===== config.mk =====
export PLATFORM = sky130hd
export DESIGN_NAME = if_fetch_ctrl
export DESIGN_NICKNAME = d
export VERILOG_FILES = /design/src/rtl/if_fetch_ctrl_pkg.sv /design/src/rtl/if_fetch_ctrl_sync_fifo.sv /design/src/rtl/if_fetch_ctrl.sv
export SDC_FILE = /design/constraint.sdc
export NUM_CORES = 1
export LEC_CHECK = 0
export CAP_MARGIN = 20
export CORE_AREA = 2 2 155 119
export DETAILED_ROUTE_END_ITERATION = 10
export DIE_AREA = 0 0 157 121
export MAX_ROUTING_LAYER = met4
export PLACE_DENSITY = 0.67
export SKIP_CTS_REPAIR_TIMING = 1
export SKIP_LAST_GASP = 1
export SLEW_MARGIN = 20
export SYNTH_ARGS = -nofsm -noshare
export SYNTH_HDL_FRONTEND = slang
export SYNTH_SLANG_ARGS = --single-unit

===== constraint.sdc =====
create_clock -name clk -period 4.9 [get_ports clk]
set_input_delay 0.735 -clock clk [delete_from_list [all_inputs] [get_ports clk]]
set_output_delay 0.735 -clock clk [all_outputs]
set_load 0.005 [all_outputs]

===== src/rtl/if_fetch_ctrl_pkg.sv =====
// if_fetch_ctrl_pkg: shared fetch-stage types and default constants.
package if_fetch_ctrl_pkg;
    localparam int FETCH_DATA_WIDTH = 32;
    localparam int FETCH_PC_SIZE = 13;
    localparam int RESET_PC_DEFAULT = 0;
    typedef struct packed {
        logic [FETCH_DATA_WIDTH-1:0] inst;
        logic [FETCH_PC_SIZE-1:0] pc;
    } fetch_entry_t;
endpackage


===== src/rtl/if_fetch_ctrl_sync_fifo.sv =====
// sync_fifo: power-of-two synchronous FIFO with flush and occupancy count.
module sync_fifo #(
    parameter int WIDTH = 8,
    parameter int DEPTH = 2
) (
    input  logic                   clk,
    input  logic                   rst,
    input  logic                   push,
    input  logic                   pop,
    input  logic                   flush,
    input  logic [WIDTH-1:0]       wdata,
    output logic [WIDTH-1:0]       rdata,
    output logic [$clog2(DEPTH):0] count
);
    localparam int AW = $clog2(DEPTH);
    logic [WIDTH-1:0] mem [DEPTH];
    logic [AW-1:0] wr_ptr, rd_ptr;
    logic do_push, do_pop;
    assign do_pop = pop && count != '0;
    assign do_push = push && (count != (AW+1)'(DEPTH) || do_pop);
    assign rdata = mem[rd_ptr];
    always_ff @(posedge clk) begin
        if (rst || flush) begin
            wr_ptr <= '0;
            rd_ptr <= '0;
            count <= '0;
        end else begin
            if (do_push) begin
                mem[wr_ptr] <= wdata;
                wr_ptr <= wr_ptr + AW'(1);
            end
            if (do_pop) rd_ptr <= rd_ptr + AW'(1);
            count <= count + (AW+1)'(do_push) - (AW+1)'(do_pop);
        end
    end
endmodule


===== src/rtl/if_fetch_ctrl.sv =====
// if_fetch_ctrl: credit-limited PC sequencer and instruction buffer with redirect flush.
module if_fetch_ctrl import if_fetch_ctrl_pkg::*; #(
    parameter int DATA_WIDTH = FETCH_DATA_WIDTH,
    parameter int PC_SIZE = FETCH_PC_SIZE,
    parameter int RESET_PC = RESET_PC_DEFAULT,
    parameter int FIFO_DEPTH = 2
) (
    input  logic                  clk,
    input  logic                  rst,
    input  logic                  redirect_valid,
    input  logic [PC_SIZE-1:0]    redirect_pc,
    output logic                  imem_req_valid,
    input  logic                  imem_req_ready,
    output logic [PC_SIZE-1:0]    imem_req_addr,
    input  logic                  imem_rsp_valid,
    input  logic [DATA_WIDTH-1:0] imem_rsp_data,
    output logic                  inst_valid,
    input  logic                  inst_ready,
    output logic [DATA_WIDTH-1:0] inst,
    output logic [PC_SIZE-1:0]    inst_pc
);
    localparam int LW = $clog2(FIFO_DEPTH) + 1;
    localparam int CW = LW + 4;
    logic rst_q;
    logic [PC_SIZE-1:0] fetch_pc, pcq_head;
    logic [CW-1:0] out_cnt, drop_cnt, out_next;
    logic [LW-1:0] fifo_cnt, pcq_cnt;
    logic [LW:0] occupancy;
    logic [DATA_WIDTH+PC_SIZE-1:0] head;
    logic accept, pop, rsp_drop, rsp_keep;
    // The PC queue only holds live (non-stale) requests, so its count is out_cnt - drop_cnt.
    assign pop = inst_valid && inst_ready;
    assign inst_valid = fifo_cnt != '0;
    assign occupancy = {1'b0, pcq_cnt} + {1'b0, fifo_cnt} - (LW+1)'(pop);
    assign imem_req_valid = !rst && !rst_q && !redirect_valid && occupancy < (LW+1)'(FIFO_DEPTH);
    assign imem_req_addr = fetch_pc;
    assign accept = imem_req_valid && imem_req_ready;
    assign rsp_drop = imem_rsp_valid && drop_cnt != '0;
    assign rsp_keep = imem_rsp_valid && drop_cnt == '0 && !redirect_valid;
    assign out_next = out_cnt + CW'(accept) - CW'(imem_rsp_valid);
    assign inst = inst_valid ? head[DATA_WIDTH+PC_SIZE-1:PC_SIZE] : '0;
    assign inst_pc = inst_valid ? head[PC_SIZE-1:0] : '0;
    sync_fifo #(.WIDTH(PC_SIZE), .DEPTH(FIFO_DEPTH)) u_pc_queue (
        .clk(clk), .rst(rst), .push(accept), .pop(rsp_keep), .flush(redirect_valid),
        .wdata(fetch_pc), .rdata(pcq_head), .count(pcq_cnt)
    );
    sync_fifo #(.WIDTH(DATA_WIDTH+PC_SIZE), .DEPTH(FIFO_DEPTH)) u_inst_fifo (
        .clk(clk), .rst(rst), .push(rsp_keep), .pop(pop), .flush(redirect_valid),
        .wdata({imem_rsp_data, pcq_head}), .rdata(head), .count(fifo_cnt)
    );
    always_ff @(posedge clk) begin
        if (rst) begin
            rst_q <= 1'b1;
            fetch_pc <= PC_SIZE'(RESET_PC);
            out_cnt <= '0;
            drop_cnt <= '0;
        end else begin
            rst_q <= 1'b0;
            out_cnt <= out_next;
            if (redirect_valid) begin
                fetch_pc <= redirect_pc & ~PC_SIZE'(3);
                drop_cnt <= out_next;
            end else begin
                if (accept) fetch_pc <= fetch_pc + PC_SIZE'(4);
                if (rsp_drop) drop_cnt <= drop_cnt - CW'(1);
            end
        end
    end
endmodule


==> results of run 1 <==
==> power breakdown <==
part	total (µW)	internal [µW]	switching, µW
clock	1130	643	483
sequential	1400	1360	49.1
combinational	437	216	222
total	2970	2210	754
==> logic make-up after synthesis <==
| family | count (synthesis) |
|---|---|
| AOI/OAI and AO/OA | 47 |
| xor gates and xnor gates | 15 |
| adders and majority gates | 15 |
| buffers and inverters | 44 |
| DFF | 142 |
| muxes | 59 |
| other | 1 |
| and+or+nand+nor | 122 |
==> flip-flops by register name (all words and copies together), names as in the netlist, named ones only <==
signal,cells
u_inst_fifo.mem,86
u_pc_queue.mem,22
imem_req_addr,11
drop_cnt,6
out_cnt,6
u_inst_fifo.count,2
u_pc_queue.count,2
rst_q,1
u_inst_fifo.rd_ptr,1
u_inst_fifo.wr_ptr,1
u_pc_queue.rd_ptr,1
u_pc_queue.wr_ptr,1
==> cell usage after synthesis (3+ instances only) <==
cell      number  share of area, %
ha_1          13               2.7
nand4_1        3              0.31
dfxtp_1       34                11
a311oi_1       4              0.58
nand2_1       16               1.0
nor4_1         3              0.31
and2_1         4              0.42
a211oi_1       7              0.88
buf_4          4              0.50
clkbuf_1      14              0.88
a21oi_1        5              0.42
xnor2_1       12               1.8
a31oi_1        4              0.42
nand3_1        3              0.25
a221oi_1       3              0.44
mux2_2        14               2.6
nor2_1        65               4.1
o31ai_1        3              0.38
edfxtp_1     108                54
inv_1         20               1.3
nor3_1         7              0.58
a21o_1         5              0.63
nor2b_1        4              0.42
mux2i_1       45               7.5
buf_1          5              0.31
xor2_1         3              0.44
==> per-layer routing <==
metal	GRT usage, %	up-vias
li1	-	1859
met4	5.39	0
met1	17.3	1860
met2	21.4	116
met3	4.29	15
met5	-	-
==> through the flow <==
step / hold slack, ps / cell area (µm²) / setup slack (ps) / utilization [%]
floorplan: 451 / 6010 / 94.5 / -
global placement: 462 / 7340 / 398 / 42.2
detailed placement: 479 / 7340 / 268 / 42.2
CTS: 487 / 7860 / 511 / 45.2
global route: 544 / 7860 / 389 / 45.2
finish: 483 / 7860 / 515 / 45.2
==> tightest hold or removal path, cell delays in order (launching register included) <==
cell	delay, ps
dfxtp_1	320
nand2_1	60
mux2i_1	50
==> cell usage in the layout, fill, tap and decap left out, drive strengths merged, types with 3 or more instances in the layout <==
cell,n
edfxtp,108
a211oi,7
xnor2,12
clkinv,7
a221oi,3
nor2b,4
a2111oi,3
or3,3
nand3,3
nor3,8
clkdlybuf4s50,104
nand2,16
nand4,3
xor2,3
mux2i,45
buf,8
conb,4
nor4,3
a21o,5
a311oi,4
clkbuf,18
inv,23
clkinvlp,4
o31ai,3
a31oi,4
dfxtp,34
a21oi,5
nor2,65
and2,4
mux2,14
ha,13
==> cell type report <==
class | count | area share, %
sequential | 142 | 49.9
timing repair buffer | 112 | 14.2
multi-input combinational | 262 | 24.4
inverter | 20 | 0.955
tap | 242 | 3.85
clock buffer | 18 | 5.46
clock inverter | 14 | 1.19
==> path summary, 6_finish.rpt <==
kind	start	to
max	inst_ready	imem_req_valid
min	u_pc_queue.wr_ptr	u_pc_queue.wr_ptr
max reg2reg	u_inst_fifo.count[0]	drop_cnt[4]
min reg2reg	u_pc_queue.wr_ptr	u_pc_queue.wr_ptr
==> key figures, run 1 <==
Die
  • Core Region: 0.0174 mm²
  • I/O pins: 111
  • Die area: 0.0190 mm²
  • Die X: 157 µm
  • Starting density of the core: 34.4%
  • Chip Height: 121 µm
  • Site Rows: 42

CTS
  • CTS H-Tree Depth: 4
  • CTS tree: yes
  • Clock Sink Count: 142
  • Clk slew on worst S/H paths: 60 ps
  • Inserted Clock Buffers: 17
  • Clock root buffer master: clkbuf_16
  • Clk Latency, worst-skew pair: 410 ps
  • Maximum buffer depth of the clock tree: 2

STA
  • Sum Neg Setup Slack: 0 ps
  • Final min period: 4390 ps
  • Final hold violation count: 0
  • Rel. slew slack: 38.8%
  • Final period utilization: 89.5%
  • Clk_skew: 8.79 ps
  • Final setup viols: 0
  • Worst-margin pin slew: 917 ps
  • F_max: 0.228 GHz
  • RSZ-0062 raised after global routing: no
  • Final slew viol count: 0

Worst setup path
  • CP most frequent cell: clkdlybuf4s50_1
  • Worst Path Max Fanout: 5
  • Crit end category: output port
  • CP arrival: 3650 ps
  • WP depth: 9
  • CP required: 4160 ps
  • Peak per-stage delay on the critical path: 560 ps
  • Kind of critical path: in2out
  • Reg2reg setup slack: 970 ps
  • Crit-path slowest cell: or4b_1
  • Crit-path cells: clkdlybuf4s50_1 -> and2_1 -> ha_1 -> inv_1 -> nand2_1 -> fa_1 -> or4b_1 -> nor2_1 -> clkdlybuf4s50_1
  • CP startpoint kind: primary input
  • CP Buf/Inv Count: 3
  • Cells on worst reg2reg path: 18
  • CP top delay family: buffers and inverters

Layout
  • Synth-to-layout area growth: 31.2%
  • Nets: 621
  • Antenna diodes: 0
  • Reg area: 0.00393 mm²
  • Fillers: 1545
  • Multi-input logic area: 0.00192 mm²
  • Cell Count, Final, Fillers Out: 810
  • Layout cells sized above 1: 10.4%

Logic synthesis
  • Top_reg_cell synth: edfxtp_1
  • XOR/XNOR Fraction of Synth Area: 2.19%
  • Mapped cell area: 0.00599 mm²
  • Simple-gate share of the synthesized area: 9.63%
  • Post-Syn Instances: 445
  • Synth cell types: 55
  • Seq/Total Area, Yosys: 65.5%
  • Largest family of logic cells by synthesized area: multiplexers
  • Adder-Cell Fraction of Synth Area: 3.38%
  • Synth Register Bits: 142
  • Compound-gate portion of the synthesized area: 6.06%
  • Number of synthesized flops with an enable pin: 108
  • Post-synthesis mux area share: 10.2%
  • Synth warn: 0
  • Average size of a mapped cell: 13.5 µm²
  • Async SR Flop Fraction: 0%

Power and ir drop
  • PnR Total Power: 2970 µW
  • P per Cell Area: 378 mW/mm²
  • Lkg Pwr: 0.00262 µW
  • Worst vdd ir: 0.000230 V

Route
  • WL per Instance: 15.4 µm
  • First-pass iteration count of the detailed router: 7
  • Final ANT Viol Nets: 0
  • Vias/cell: 4.75
  • Highest metal used: met4
  • Initial drt markers: 263
  • Met2 WL: 5790 µm
  • Routed wire length: 12400 µm
  • DR DRC count: 0
  • Wire length on met3: 769 µm
  • DRT met1 WL: 5710 µm
  • Via count: 3850

Placement
  • Routability Congestion: 0.834
  • DP HPWL: 8450 µm
  • Inst Count DP: 778
  • Input/output buffers: 104

Global route
  • Grt ovf: 0
  • Vias in the first global route: 3829
  • Overall Global Routing Usage: 13.9%
  • Global-route wire length before repair: 19400 µm
  • Antenna violations before repair: 0
  • Largest net degree at the start of global routing: 44

Flow run
  • Max-cap violations: 0

Worst hold path
  • Worst Hold Class: reg2reg
  • Hold Path Depth: 2

Run status
  • Status: finished clean
Note: power is estimated with default switching activity, not from simulation.
==> run 2, diff against run 1 <==
Settings changed: ABC_AREA from default to 1, CORE_AREA 2 2 155 119 to 2 2 156 120, DIE_AREA 0 0 157 121 to 0 0 158 122.
==> key figures, run 2 <==
Run status
  • Status: finished clean (unchanged)

Logic synthesis
  • Synth Register Bits: 142 (unchanged)
  • Top_reg_cell synth: edfxtp_1 (unchanged)
  • Synth warn: 0 (unchanged)
  • Yosys top cell by area: edfxtp_1 (unchanged)
  • Top cells by area, synth: edfxtp_1 53%, dfxtp_1 11%, nand2_1 9.1% (was edfxtp_1 54%, dfxtp_1 11%, mux2i_1 7.5%)
  • Async SR Flop Fraction: 0% (unchanged)
  • Mapped cell area: 0.00611 mm² (was 0.00599 mm²)
  • Most common cell in the netlist: nand2_1 (was edfxtp_1)
  • Top cells by count, synth: 148 x nand2_1, 108 x edfxtp_1, 63 x a21oi_1, 54 x inv_1 (was 108 x edfxtp_1, 65 x nor2_1, 45 x mux2i_1, 34 x dfxtp_1, 20 x inv_1)
  • Synth cell types: 35 (was 55)
  • Share of the synthesized area in the top cell type: 53.1% (was 54.1%)
  • Seq/Total Area, Yosys: 64.2% (was 65.5%)
  • Number of synthesized flops with an enable pin: 108 (unchanged)
  • Post-Syn Instances: 576 (was 445)
  • Average size of a mapped cell: 10.6 µm² (was 13.5 µm²)

Worst setup path
  • Crit-path cells: clkdlybuf4s50_1 -> inv_1 -> nor2_1 -> ha_1 -> inv_1 -> nand2_1 -> fa_1 -> inv_1 -> nor2_1 -> o21ai_1 -> nor2_2 -> nand2_4 -> ha_1 -> inv_1 -> ha_1 -> fa_1 -> xnor2_1 -> o21ai_0 -> nor2_1 -> nor2_1 (was clkdlybuf4s50_1 -> and2_1 -> ha_1 -> inv_1 -> nand2_1 -> fa_1 -> or4b_1 -> nor2_1 -> clkdlybuf4s50_1)
  • FF-to-FF Start: u_inst_fifo.count[1] (was u_inst_fifo.count[0])
  • Crit end category: flip-flop (was output port)
  • Worst Path Max Fanout: 10 (was 5)
  • WP depth: 20 (was 9)
  • FF-to-FF End: drop_cnt[2] (was drop_cnt[4])
  • Crit-path slowest cell: fa_1 (was or4b_1)
  • Peak per-stage delay on the critical path: 480 ps (was 560 ps)
  • CP top delay family: adder cells (was buffers and inverters)
  • CP required: 5210 ps (was 4160 ps)
  • CP startpoint kind: primary input (unchanged)
  • CP Buf/Inv Count: 5 (was 3)
  • CP arrival: 4340 ps (was 3650 ps)
  • Reg2reg setup slack: 1220 ps (was 970 ps)
  • Kind of critical path: in2reg (was in2out)
  • Cells on worst reg2reg path: 19 (was 18)

CTS
  • Clock Sink Count: 142 (unchanged)
  • Clock root buffer master: clkbuf_16 (unchanged)
  • Clk slew on worst S/H paths: 60 ps (about the same)
  • CTS tree: yes (unchanged)
  • Inserted Clock Buffers: 17 (unchanged)
  • Maximum buffer depth of the clock tree: 2 (unchanged)
  • Clk Latency, worst-skew pair: 420 ps (was 410 ps)
  • CTS H-Tree Depth: 4 (unchanged)

Power and ir drop
  • Worst vdd ir: 0.000264 V (was 0.000230 V)
  • PnR Total Power: 3060 µW (was 2970 µW)
  • P per Cell Area: 381 mW/mm² (was 378 mW/mm²)
  • Lkg Pwr: 0.00306 µW (was 0.00262 µW)

STA
  • Sum Neg Setup Slack: 0 ps (unchanged)
  • Final slew viol count: 0 (unchanged)
  • Final hold violation count: 0 (unchanged)
  • Worst-margin pin slew: 531 ps (was 917 ps)
  • Final period utilization: 82.2% (was 89.5%)
  • Final min period: 4030 ps (was 4390 ps)
  • Final setup viols: 0 (unchanged)
  • RSZ-0062 raised after global routing: no (unchanged)
  • Clk_skew: 9.08 ps (was 8.79 ps)
  • Rel. slew slack: 64.6% (was 38.8%)
  • F_max: 0.248 GHz (was 0.228 GHz)

Route
  • WL per Instance: 13.6 µm (was 15.4 µm)
  • Final ANT Viol Nets: 0 (unchanged)
  • DR DRC count: 0 (unchanged)
  • First-pass iteration count of the detailed router: 4 (was 7)
  • Vias/cell: 4.42 (was 4.75)
  • Via count: 4190 (was 3850)
  • Initial drt markers: 199 (was 263)
  • Routed wire length: 12900 µm (was 12400 µm)

Layout
  • Commonest non-fill, non-tap cell in the layout: nand2_1 (was edfxtp_1)
  • Largest register by flop count: u_inst_fifo.mem (unchanged)
  • Layout cells sized above 1: 9.57% (was 10.4%)
  • Most frequent cells in the layout: 148 x nand2_1, 108 x edfxtp_1, 104 x clkdlybuf4s50_1, 63 x a21oi_1, 54 x inv_1 (was 108 x edfxtp_1, 104 x clkdlybuf4s50_1, 64 x nor2_1, 45 x mux2i_1, 33 x dfxtp_1)
  • Antenna diodes: 0 (unchanged)
  • Nets: 753 (was 621)
  • Largest register FFs: 86 (unchanged)
  • Synth-to-layout area growth: 31.5% (was 31.2%)

Global route
  • Grt ovf: 0 (unchanged)
  • Met1 usage: 19.0% (was 17.3%)
  • GRT busiest layer: met2 (unchanged)
  • Global-route wire length before repair: 20800 µm (was 19400 µm)
  • Largest net degree at the start of global routing: 45 (was 44)
  • GR met3 Demand/Resource: 4.13% (was 4.29%)
  • Antenna violations before repair: 0 (unchanged)
  • Met2 GRT Util: 22.7% (was 21.4%)
  • Overall Global Routing Usage: 14.7% (was 13.9%)
  • Vias in the first global route: 4138 (was 3829)

Die
  • Core Region: 0.0180 mm² (was 0.0174 mm²)
  • Chip Height: 122 µm (was 121 µm)
  • Site Rows: 43 (was 42)
  • Die X: 158 µm (was 157 µm)
  • Starting density of the core: 34.0% (was 34.4%)
  • I/O pins: 111 (unchanged)
  • Die area: 0.0193 mm² (was 0.0190 mm²)

Worst hold path
  • Min-Delay Endpoint: u_inst_fifo.rd_ptr (was u_pc_queue.wr_ptr)
  • Min-Delay Startpoint: u_inst_fifo.rd_ptr (was u_pc_queue.wr_ptr)
  • Worst Hold Class: reg2reg (unchanged)
  • Hold Path Depth: 1 (was 2)

Placement
  • DP HPWL: 8460 µm (was 8450 µm)
  • Routability Congestion: 0.808 (was 0.834)
  • Input/output buffers: 104 (unchanged)

Flow run
  • Max-cap violations: 0 (unchanged)
[run 2: cell count changes in the layout (fill, tap and decap cells not counted), moves of 7 or more]
cell	delta
a21oi_1	+58
nor2_1	-32
o21ai_0	+12
nand3_1	+27
xnor2_1	-7
inv_1	+34
mux2i_1	-45
nand2_1	+132
a211oi_1	-7
[run 2: cell type report]
type,instances,area [µm²]
multi-input cells,356,1880
repair buffers,114,1130
clock buffers,19,443
inverters,56,210
fillers,1726,9940
well taps,247,309
flip-flops and latches,142,3920
clock inverters,13,139
[run 2: worst max path at each step]
| stage | endpoint | slack [ps] | start |
|---|---|---|---|
| after floorplan | u_inst_fifo.mem[0][10] | 210 | redirect_valid |
| after global placement | drop_cnt[2] | 480 | inst_ready |
| after detailed placement | drop_cnt[2] | 410 | inst_ready |
| after CTS | drop_cnt[2] | 850 | inst_ready |
| after global routing | drop_cnt[4] | 540 | inst_ready |
| final | drop_cnt[2] | 870 | inst_ready |
[run 2: metal layers]
| metal | vias to the layer above | part of all wire [%] |
|---|---|---|
| met4 | 0 | 0.77 |
| met5 | - | 0 |
| met3 | 9 | 4.7 |
| li1 | 2159 | - |
| met2 | 84 | 47 |
| met1 | 1938 | 47 |
[run 2: cells by family after synthesis]
kind of cell / count (synthesis) / share of synthesized area, %
buffers and inverters: 81 / 5.55
muxes: 11 / 2.03
xor gates and xnor gates: 10 / 1.43
AOI/OAI and AO/OA: 86 / 7.39
adders and majority gates: 15 / 3.32
DFF: 142 / 64.2
other: 1 / 0.0614
and+or+nand+nor: 230 / 16.0
[run 2: where the power goes]
part | leakage (µW) | internal, µW | switching [µW]
Clock | 0.000284 | 764 | 493
Sequential | 0.00126 | 1350 | 42.2
Combinational | 0.00151 | 189 | 221
[run 2: stage by stage]
stage          setup slack [ps]  hold WS [ps]  utilization (%)  cell area (µm²)  cells
6_report                    873           456             44.7             8030    947
2_1_floorplan               215           425                -             6120    579
3_3_place_gp                482           437             41.4             7450    915
4_1_cts                     847           453             44.7             8030    947
3_5_place_dp                407           443             41.4             7450    915
5_1_grt                     538           499             44.7             8030    947
